<file path="src/rtl/uart_rx_pkg.sv">
// rtl/uart_rx_pkg.sv - shared types and constants for the UART receive frame controller
package uart_rx_pkg;

   typedef enum logic [2:0] {
      IDLE,
      START,
      DATA,
      PARITY,
      STOP
   } rx_state_e;

   localparam int DATA_WIDTH_DEF = 8;

   localparam int PRESC_8  = 8;
   localparam int PRESC_16 = 16;
   localparam int PRESC_32 = 32;

   localparam logic PAR_EVEN = 1'b0;
   localparam logic PAR_ODD  = 1'b1;

endpackage

</file>
<file path="src/rtl/uart_rx_fsm_if.sv">
// rtl/uart_rx_fsm_if.sv - line, configuration and strobe signals around the RX frame controller
interface uart_rx_fsm_if #(
   parameter int PRESC_W = 6
);

   logic               rx_in;
   logic [PRESC_W-1:0] prescale;
   logic               par_en;
   logic               par_typ;
   logic               sampled_bit;
   logic [PRESC_W-1:0] edge_cnt;
   logic               sample_en;
   logic               deser_en;
   logic               data_valid;
   logic               par_err;
   logic               stp_err;
   logic               busy;

   // master is the frame controller; slave is the line/sampler/deserializer side
   modport master (
      input  rx_in, prescale, par_en, par_typ, sampled_bit,
      output edge_cnt, sample_en, deser_en, data_valid, par_err, stp_err, busy
   );

   modport slave (
      output rx_in, prescale, par_en, par_typ, sampled_bit,
      input  edge_cnt, sample_en, deser_en, data_valid, par_err, stp_err, busy
   );

endinterface

</file>
<file path="src/rtl/uart_rx_edge_bit_cnt.sv">
// rtl/uart_rx_edge_bit_cnt.sv - oversample edge counter and bit counter for one UART frame
module uart_rx_edge_bit_cnt #(
   parameter int PRESC_W = 6,
   parameter int BIT_W   = 4
) (
   input  logic               clk,
   input  logic               rst,
   input  logic               en,
   input  logic               clr,
   input  logic [PRESC_W-1:0] prescale_q,
   output logic [PRESC_W-1:0] edge_cnt,
   output logic [BIT_W-1:0]   bit_cnt
);

   always_ff @(posedge clk or posedge rst) begin
      if (rst) begin
         edge_cnt <= '0;
         bit_cnt  <= '0;
      end else if (clr) begin
         edge_cnt <= '0;
         bit_cnt  <= '0;
      end else if (en) begin
         if (edge_cnt == prescale_q - PRESC_W'(1)) begin
            edge_cnt <= '0;
            bit_cnt  <= bit_cnt + BIT_W'(1);
         end else begin
            edge_cnt <= edge_cnt + PRESC_W'(1);
         end
      end
   end

endmodule

</file>
<file path="src/rtl/uart_rx_fsm.sv">
// rtl/uart_rx_fsm.sv - UART RX frame controller: start detect, sampler/deserializer strobes, parity and stop checks
module uart_rx_fsm
   import uart_rx_pkg::*;
#(
   parameter int DATA_WIDTH = DATA_WIDTH_DEF,
   parameter int PRESC_W    = 6
) (
   input  logic         clk,
   input  logic         rst,
   uart_rx_fsm_if.master bus
);

   localparam int BIT_W = $clog2(DATA_WIDTH + 1);

   rx_state_e          state;
   logic [PRESC_W-1:0] prescale_q;
   logic [PRESC_W-1:0] edge_cnt;
   logic [PRESC_W-1:0] mid;
   logic [BIT_W-1:0]   bit_cnt;
   logic               par_en_q;
   logic               par_typ_q;
   logic               bit_q;
   logic               acc;
   logic               mismatch;
   logic               dec_edge;
   logic               last_edge;
   logic               cnt_en;
   logic               cnt_clr;
   logic               sample_en_q;
   logic               deser_en_q;
   logic               data_valid_q;
   logic               par_err_q;
   logic               stp_err_q;
   logic               busy_q;

   assign mid       = prescale_q >> 1;
   assign dec_edge  = (edge_cnt == mid + PRESC_W'(2));
   assign last_edge = (edge_cnt == prescale_q - PRESC_W'(1));

   // The detection cycle counts as edge 0, so the counter starts moving in IDLE on rx_in low.
   assign cnt_en  = (state != IDLE) || !bus.rx_in;
   assign cnt_clr = (state == IDLE) ? bus.rx_in : (last_edge && (state != DATA));

   uart_rx_edge_bit_cnt #(
      .PRESC_W (PRESC_W),
      .BIT_W   (BIT_W)
   ) u_cnt (
      .clk        (clk),
      .rst        (rst),
      .en         (cnt_en),
      .clr        (cnt_clr),
      .prescale_q (prescale_q),
      .edge_cnt   (edge_cnt),
      .bit_cnt    (bit_cnt)
   );

   always_ff @(posedge clk or posedge rst) begin
      if (rst) begin
         state        <= IDLE;
         prescale_q   <= '0;
         par_en_q     <= 1'b0;
         par_typ_q    <= 1'b0;
         bit_q        <= 1'b0;
         acc          <= 1'b0;
         mismatch     <= 1'b0;
         sample_en_q  <= 1'b0;
         deser_en_q   <= 1'b0;
         data_valid_q <= 1'b0;
         par_err_q    <= 1'b0;
         stp_err_q    <= 1'b0;
         busy_q       <= 1'b0;
      end else begin
         data_valid_q <= 1'b0;
         par_err_q    <= 1'b0;
         stp_err_q    <= 1'b0;
         // Strobes are registered, so decode one edge early to land on the intended edge.
         sample_en_q  <= (state != IDLE) &&
                         ((edge_cnt == mid - PRESC_W'(2)) ||
                          (edge_cnt == mid - PRESC_W'(1)) ||
                          (edge_cnt == mid));
         deser_en_q   <= (state == DATA) && (edge_cnt == mid + PRESC_W'(1));
         busy_q       <= (state != IDLE) || !bus.rx_in;
         case (state)
            IDLE: begin
               if (!bus.rx_in) begin
                  state      <= START;
                  prescale_q <= bus.prescale;
                  par_en_q   <= bus.par_en;
                  par_typ_q  <= bus.par_typ;
                  mismatch   <= 1'b0;
               end
            end
            START: begin
               if (dec_edge) bit_q <= bus.sampled_bit;
               if (last_edge) begin
                  acc   <= 1'b0;
                  state <= bit_q ? IDLE : DATA;
               end
            end
            DATA: begin
               if (dec_edge) acc <= acc ^ bus.sampled_bit;
               if (last_edge && (bit_cnt == BIT_W'(DATA_WIDTH - 1)))
                  state <= par_en_q ? PARITY : STOP;
            end
            PARITY: begin
               if (dec_edge) mismatch <= bus.sampled_bit ^ acc ^ (par_typ_q == PAR_ODD);
               if (last_edge) state <= STOP;
            end
            STOP: begin
               if (dec_edge) bit_q <= bus.sampled_bit;
               if (last_edge) begin
                  state <= IDLE;
                  if (mismatch)    par_err_q    <= 1'b1;
                  else if (!bit_q) stp_err_q    <= 1'b1;
                  else             data_valid_q <= 1'b1;
               end
            end
            default: state <= IDLE;
         endcase
      end
   end

   assign bus.edge_cnt   = edge_cnt;
   assign bus.sample_en  = sample_en_q;
   assign bus.deser_en   = deser_en_q;
   assign bus.data_valid = data_valid_q;
   assign bus.par_err    = par_err_q;
   assign bus.stp_err    = stp_err_q;
   assign bus.busy       = busy_q;

endmodule

</file>
<file path="src/flat_wrapper.sv">
// flat-port wrapper written by rule: the top's interface ports become plain ports
module uart_rx_fsm_flat import uart_rx_pkg::*;
#(
   parameter int DATA_WIDTH = DATA_WIDTH_DEF,
   parameter int PRESC_W    = 6
)
  (clk, rst, bus_rx_in, bus_prescale, bus_par_en, bus_par_typ, bus_sampled_bit, bus_edge_cnt, bus_sample_en, bus_deser_en, bus_data_valid, bus_par_err, bus_stp_err, bus_busy);
  uart_rx_fsm_if #(.PRESC_W(PRESC_W)) bus_i ();
  input  logic clk;
  input  logic rst;
  input wire logic [$bits(bus_i.rx_in)-1:0] bus_rx_in;
  input wire logic [$bits(bus_i.prescale)-1:0] bus_prescale;
  input wire logic [$bits(bus_i.par_en)-1:0] bus_par_en;
  input wire logic [$bits(bus_i.par_typ)-1:0] bus_par_typ;
  input wire logic [$bits(bus_i.sampled_bit)-1:0] bus_sampled_bit;
  output wire logic [$bits(bus_i.edge_cnt)-1:0] bus_edge_cnt;
  output wire logic [$bits(bus_i.sample_en)-1:0] bus_sample_en;
  output wire logic [$bits(bus_i.deser_en)-1:0] bus_deser_en;
  output wire logic [$bits(bus_i.data_valid)-1:0] bus_data_valid;
  output wire logic [$bits(bus_i.par_err)-1:0] bus_par_err;
  output wire logic [$bits(bus_i.stp_err)-1:0] bus_stp_err;
  output wire logic [$bits(bus_i.busy)-1:0] bus_busy;
  assign bus_i.rx_in = bus_rx_in;
  assign bus_i.prescale = bus_prescale;
  assign bus_i.par_en = bus_par_en;
  assign bus_i.par_typ = bus_par_typ;
  assign bus_i.sampled_bit = bus_sampled_bit;
  assign bus_edge_cnt = bus_i.edge_cnt;
  assign bus_sample_en = bus_i.sample_en;
  assign bus_deser_en = bus_i.deser_en;
  assign bus_data_valid = bus_i.data_valid;
  assign bus_par_err = bus_i.par_err;
  assign bus_stp_err = bus_i.stp_err;
  assign bus_busy = bus_i.busy;
  uart_rx_fsm #(.DATA_WIDTH(DATA_WIDTH), .PRESC_W(PRESC_W)) u_core (.clk(clk), .rst(rst), .bus(bus_i));
endmodule
</file>
<file path="config.mk">
export PLATFORM = sky130hd
export DESIGN_NAME = uart_rx_fsm_flat
export DESIGN_NICKNAME = d
export VERILOG_FILES = /design/src/rtl/uart_rx_pkg.sv /design/src/rtl/uart_rx_fsm_if.sv /design/src/rtl/uart_rx_edge_bit_cnt.sv /design/src/rtl/uart_rx_fsm.sv /design/src/flat_wrapper.sv
export SDC_FILE = /design/constraint.sdc
export NUM_CORES = 1
export LEC_CHECK = 0
export ABC_AREA = 0
export CORE_ASPECT_RATIO = 0.6
export CORE_MARGIN = 5
export CORE_UTILIZATION = 35
export CTS_CLUSTER_DIAMETER = 30
export DETAILED_ROUTE_END_ITERATION = 8
export PLACE_DENSITY = 0.55
export SYNTH_ARGS = -nofsm -noshare
export SYNTH_HDL_FRONTEND = slang
export SYNTH_SLANG_ARGS = --single-unit
</file>
<file path="constraint.sdc">
create_clock -name clk -period 2 [get_ports clk]
set_clock_uncertainty 0.05 [all_clocks]
set_input_delay 0.4 -clock clk [delete_from_list [all_inputs] [get_ports clk]]
set_output_delay 0.4 -clock clk [all_outputs]
set_load 0.05 [all_outputs]
</file>
==> flow_summary.ini <==
[finish]
syn_to_final_growth_pct = 42.2
finalNonFillerCells = 354
final_nets = 294
register_area_um2 = 756
n_antenna_cell = 0
layout-drive-gt1-share_pct = 33.6
fin_area_um2 = 2860
fill_cells = 528
multi_input_area_um2 = 1370

[logic_synthesis]
syn_avg_cell_area_um2 = 9.05
synth_xor_area_share_pct = 12.6
synth-warning-count = 0
synth_cell_types = 47
muxShareOfSynthArea_pct = 3.74
synth_area_um2 = 2010
yosysSeqAreaShare_pct = 37.4
synth_flop_cell = dfrtp_1
synthTopCellsByCount = 30 x dfrtp_1, 17 x nand2_1, 16 x xnor2_1
ys_async_sr_fraction_pct = 100
synth_top_area_share_pct = 37.4
synth_most_common_cell = dfrtp_1
synthAdderAreaFrac_pct = 5.60
synth-compound-area-share_pct = 11.6
synthTopCellsByArea = dfrtp_1 37%, xnor2_1 7.0%, ha_1 5.6%, xor2_1 4.8%, nand2_1 3.2%
synth_edf_count = 0
ys_ff_latch = 30
synthSimpleGateAreaFrac_pct = 24.2
synth_top_family_by_area = simple AND/OR/NAND/NOR gates
synth_top_area_cell = dfrtp_1
synth_nets = 243
synth_cells = 222

[floorplanning]
io_pins = 24
core-area_um2 = 5570
placementRows = 21
dieArea_um2 = 7410
initial_utilization_pct = 36.1
die_h_um = 68.7
die_w_um = 108

[detailed_routing]
avgViaCountPerCell = 5.05
drtIter0Drc = 84
drc = 0
dr_total_vias = 1788
wl_um = 5470
detail-route-antenna-nets = 0
wl_per_cell_um = 15.4
drt_first_pass_iters = 4

[critical_path]
worst_r2r_startpoint = u_core.prescale_q[5]
cp.arrival_ns = 2.10
r2r_end = u_core.bus.sample_en
cp.required_ns = 2.14
critPathMaxFanout = 6
cp-end-kind = flip-flop
criticalPathCategory = reg -> reg
reg2regPathDepth = 5
worstSetupStartpointType = flip-flop
reg2reg_slack_ns = 0.04

[cts]
root_buffer = clkbuf_8
ctsHtreeMaxLevel = 2
cts_tree = yes
clk_pin_slew_ns = 0.07
clock_sinks = 30
hold_buffers = 0
clock_path_buffers = 2
insertion_delay_ns = 0.29
cts_buffers = 5

[placement]
place.port_buffers = 23
dp_worst_setup_slack_ns = -0.0560
placedCellCount = 344
postPlaceCellArea_um2 = 2540
place.gp.congestion = 0.948
hpwl_um = 3950

[power]
ir_drop_mv = 1.04
switchingPower_uw = 2510
power_uw = 5330
clkPwrFrac_pct = 9.9
comb_power_share_pct = 66.9
p_int_uw = 2820
p_sw_share_pct = 47.1
power_density_nw_per_um2 = 1870
power.leakage_uw = 0.00118
pwr-share-seq_pct = 23.2

[timing]
period_minus_slack_ns = 1.96
grt_setup_unrepaired = true
worst_slack_ns = 0.0425
setup_viol = 0
worst_slew_pin_slew_ns = 0.507
post-route-period-util_pct = 97.9
fin_hold_ws_ns = 0.444
slew_violations = 0
hold_viol = 0
max_freq_mhz = 511
slew_headroom_pct = 66.1

[global_routing]
grt_overflow = 0
grt_pass1_vias = 1747
grt_max_degree = 31
grt_usage_pct = 15.5
antenna_found_initial = 0
grt_pass1_wl_um = 8780

[min_path]
hold_path_class = in -> async

[flow_run]
drv_cap = 0

[run_status]
outcome = completed
[power by group through the flow]
stage	Combinational [uW]	Sequential (uW)	Clock, uW
3_5_place_dp	2910	1210	0
2_1_floorplan	1790	1250	0
6_report	3570	1240	527
4_1_cts	3020	1200	538
5_1_grt	3860	1280	567
3_3_place_gp	2910	1200	0
[state kept, by name (all words and copies together), names as in the netlist]
name	cells
u_core.prescale_q	6
u_core.u_cnt.edge_cnt	6
u_core.u_cnt.bit_cnt	4
u_core.state	3
u_core.acc	1
u_core.bit_q	1
u_core.bus.busy	1
u_core.bus.data_valid	1
u_core.bus.deser_en	1
u_core.bus.par_err	1
u_core.bus.sample_en	1
u_core.bus.stp_err	1
u_core.mismatch	1
u_core.par_en_q	1
u_core.par_typ_q	1
[worst max-delay path: stages (launching register included)]
cell	delay, ns
dfrtp_1	0.50
xnor2_2	0.35
buf_4	0.18
xnor2_1	0.06
or4_1	0.48
a31oi_1	0.24
[through the flow]
stage / setup TNS (ns) / util [%]
final: 0 / 51.3
after global routing: -0.374 / 51.3
after CTS: 0 / 47.9
after detailed placement: -0.204 / 45.7
after global placement: -0.0713 / 45.7
after floorplan: 0 / -
[cell families (layout without fill, tap and decap cells)]
kind of cell	Yosys count	in the layout
xor+xnor	28	28
mux	7	7
compound gates	35	35
buf+inv	24	76
fa+ha+maj	9	9
simple gates	89	89
flops	30	30
[worst max-delay path by stage]
stage	startpoint	end	slack, ns
2_1_floorplan	u_core.prescale_q[2]	u_core.u_cnt.bit_cnt[0]	0.004
3_3_place_gp	u_core.prescale_q[1]	u_core.state[1]	-0.04
5_1_grt	u_core.prescale_q[2]	u_core.u_cnt.bit_cnt[1]	-0.05
3_5_place_dp	u_core.prescale_q[3]	u_core.bit_q	-0.06
6_report	u_core.prescale_q[5]	u_core.bus.sample_en	0.04
4_1_cts	u_core.prescale_q[3]	u_core.bus.sample_en	0.001
[cell type report]
type                            instances  share of cell area (%)
Clock buffer                            7                    3.02
Sequential cell                        30                    26.4
Tap cell                               80                    3.50
Clock inverter                          1                   0.175
Inverter                               10                    1.40
Timing Repair Buffer                   58                    17.4
Multi-Input combinational cell        168                    48.0
[placed cells by master (no fill, tap or decap), drive strengths merged, types with 2 or more instances in the layout]
master	instances
buf	41
dfrtp	30
clkdlybuf4s50	17
nand2	17
xnor2	17
nor2	14
nor3	12
xor2	11
o21ai	10
inv	10
ha	9
nand3	8
a21oi	8
clkbuf	7
nand4	5
nand2b	5
nor4	5
nand3b	4
mux2	4
and2	3
and4	3
mux2i	3
nor2b	3
and3	3
o31ai	2
or4	2
nor3b	2
o41ai	2
[per-layer routing]
layer / track usage [%] / up-vias / part of all wire (%)
met5: 0 / - / 0
met4: 3.46 / 0 / 0.77
met3: 4.37 / 5 / 5.8
met2: 21.5 / 42 / 41
met1: 23.3 / 852 / 53
li1: - / 889 / -
[timing repair]
action                     4_1_cts  5_1_grt
pin swaps                        2       15
setup buffers                    0        3
setup endpoints to repair       11       21
gates resized for setup          7       38
No activity file was read; power rests on OpenSTA's default activity.
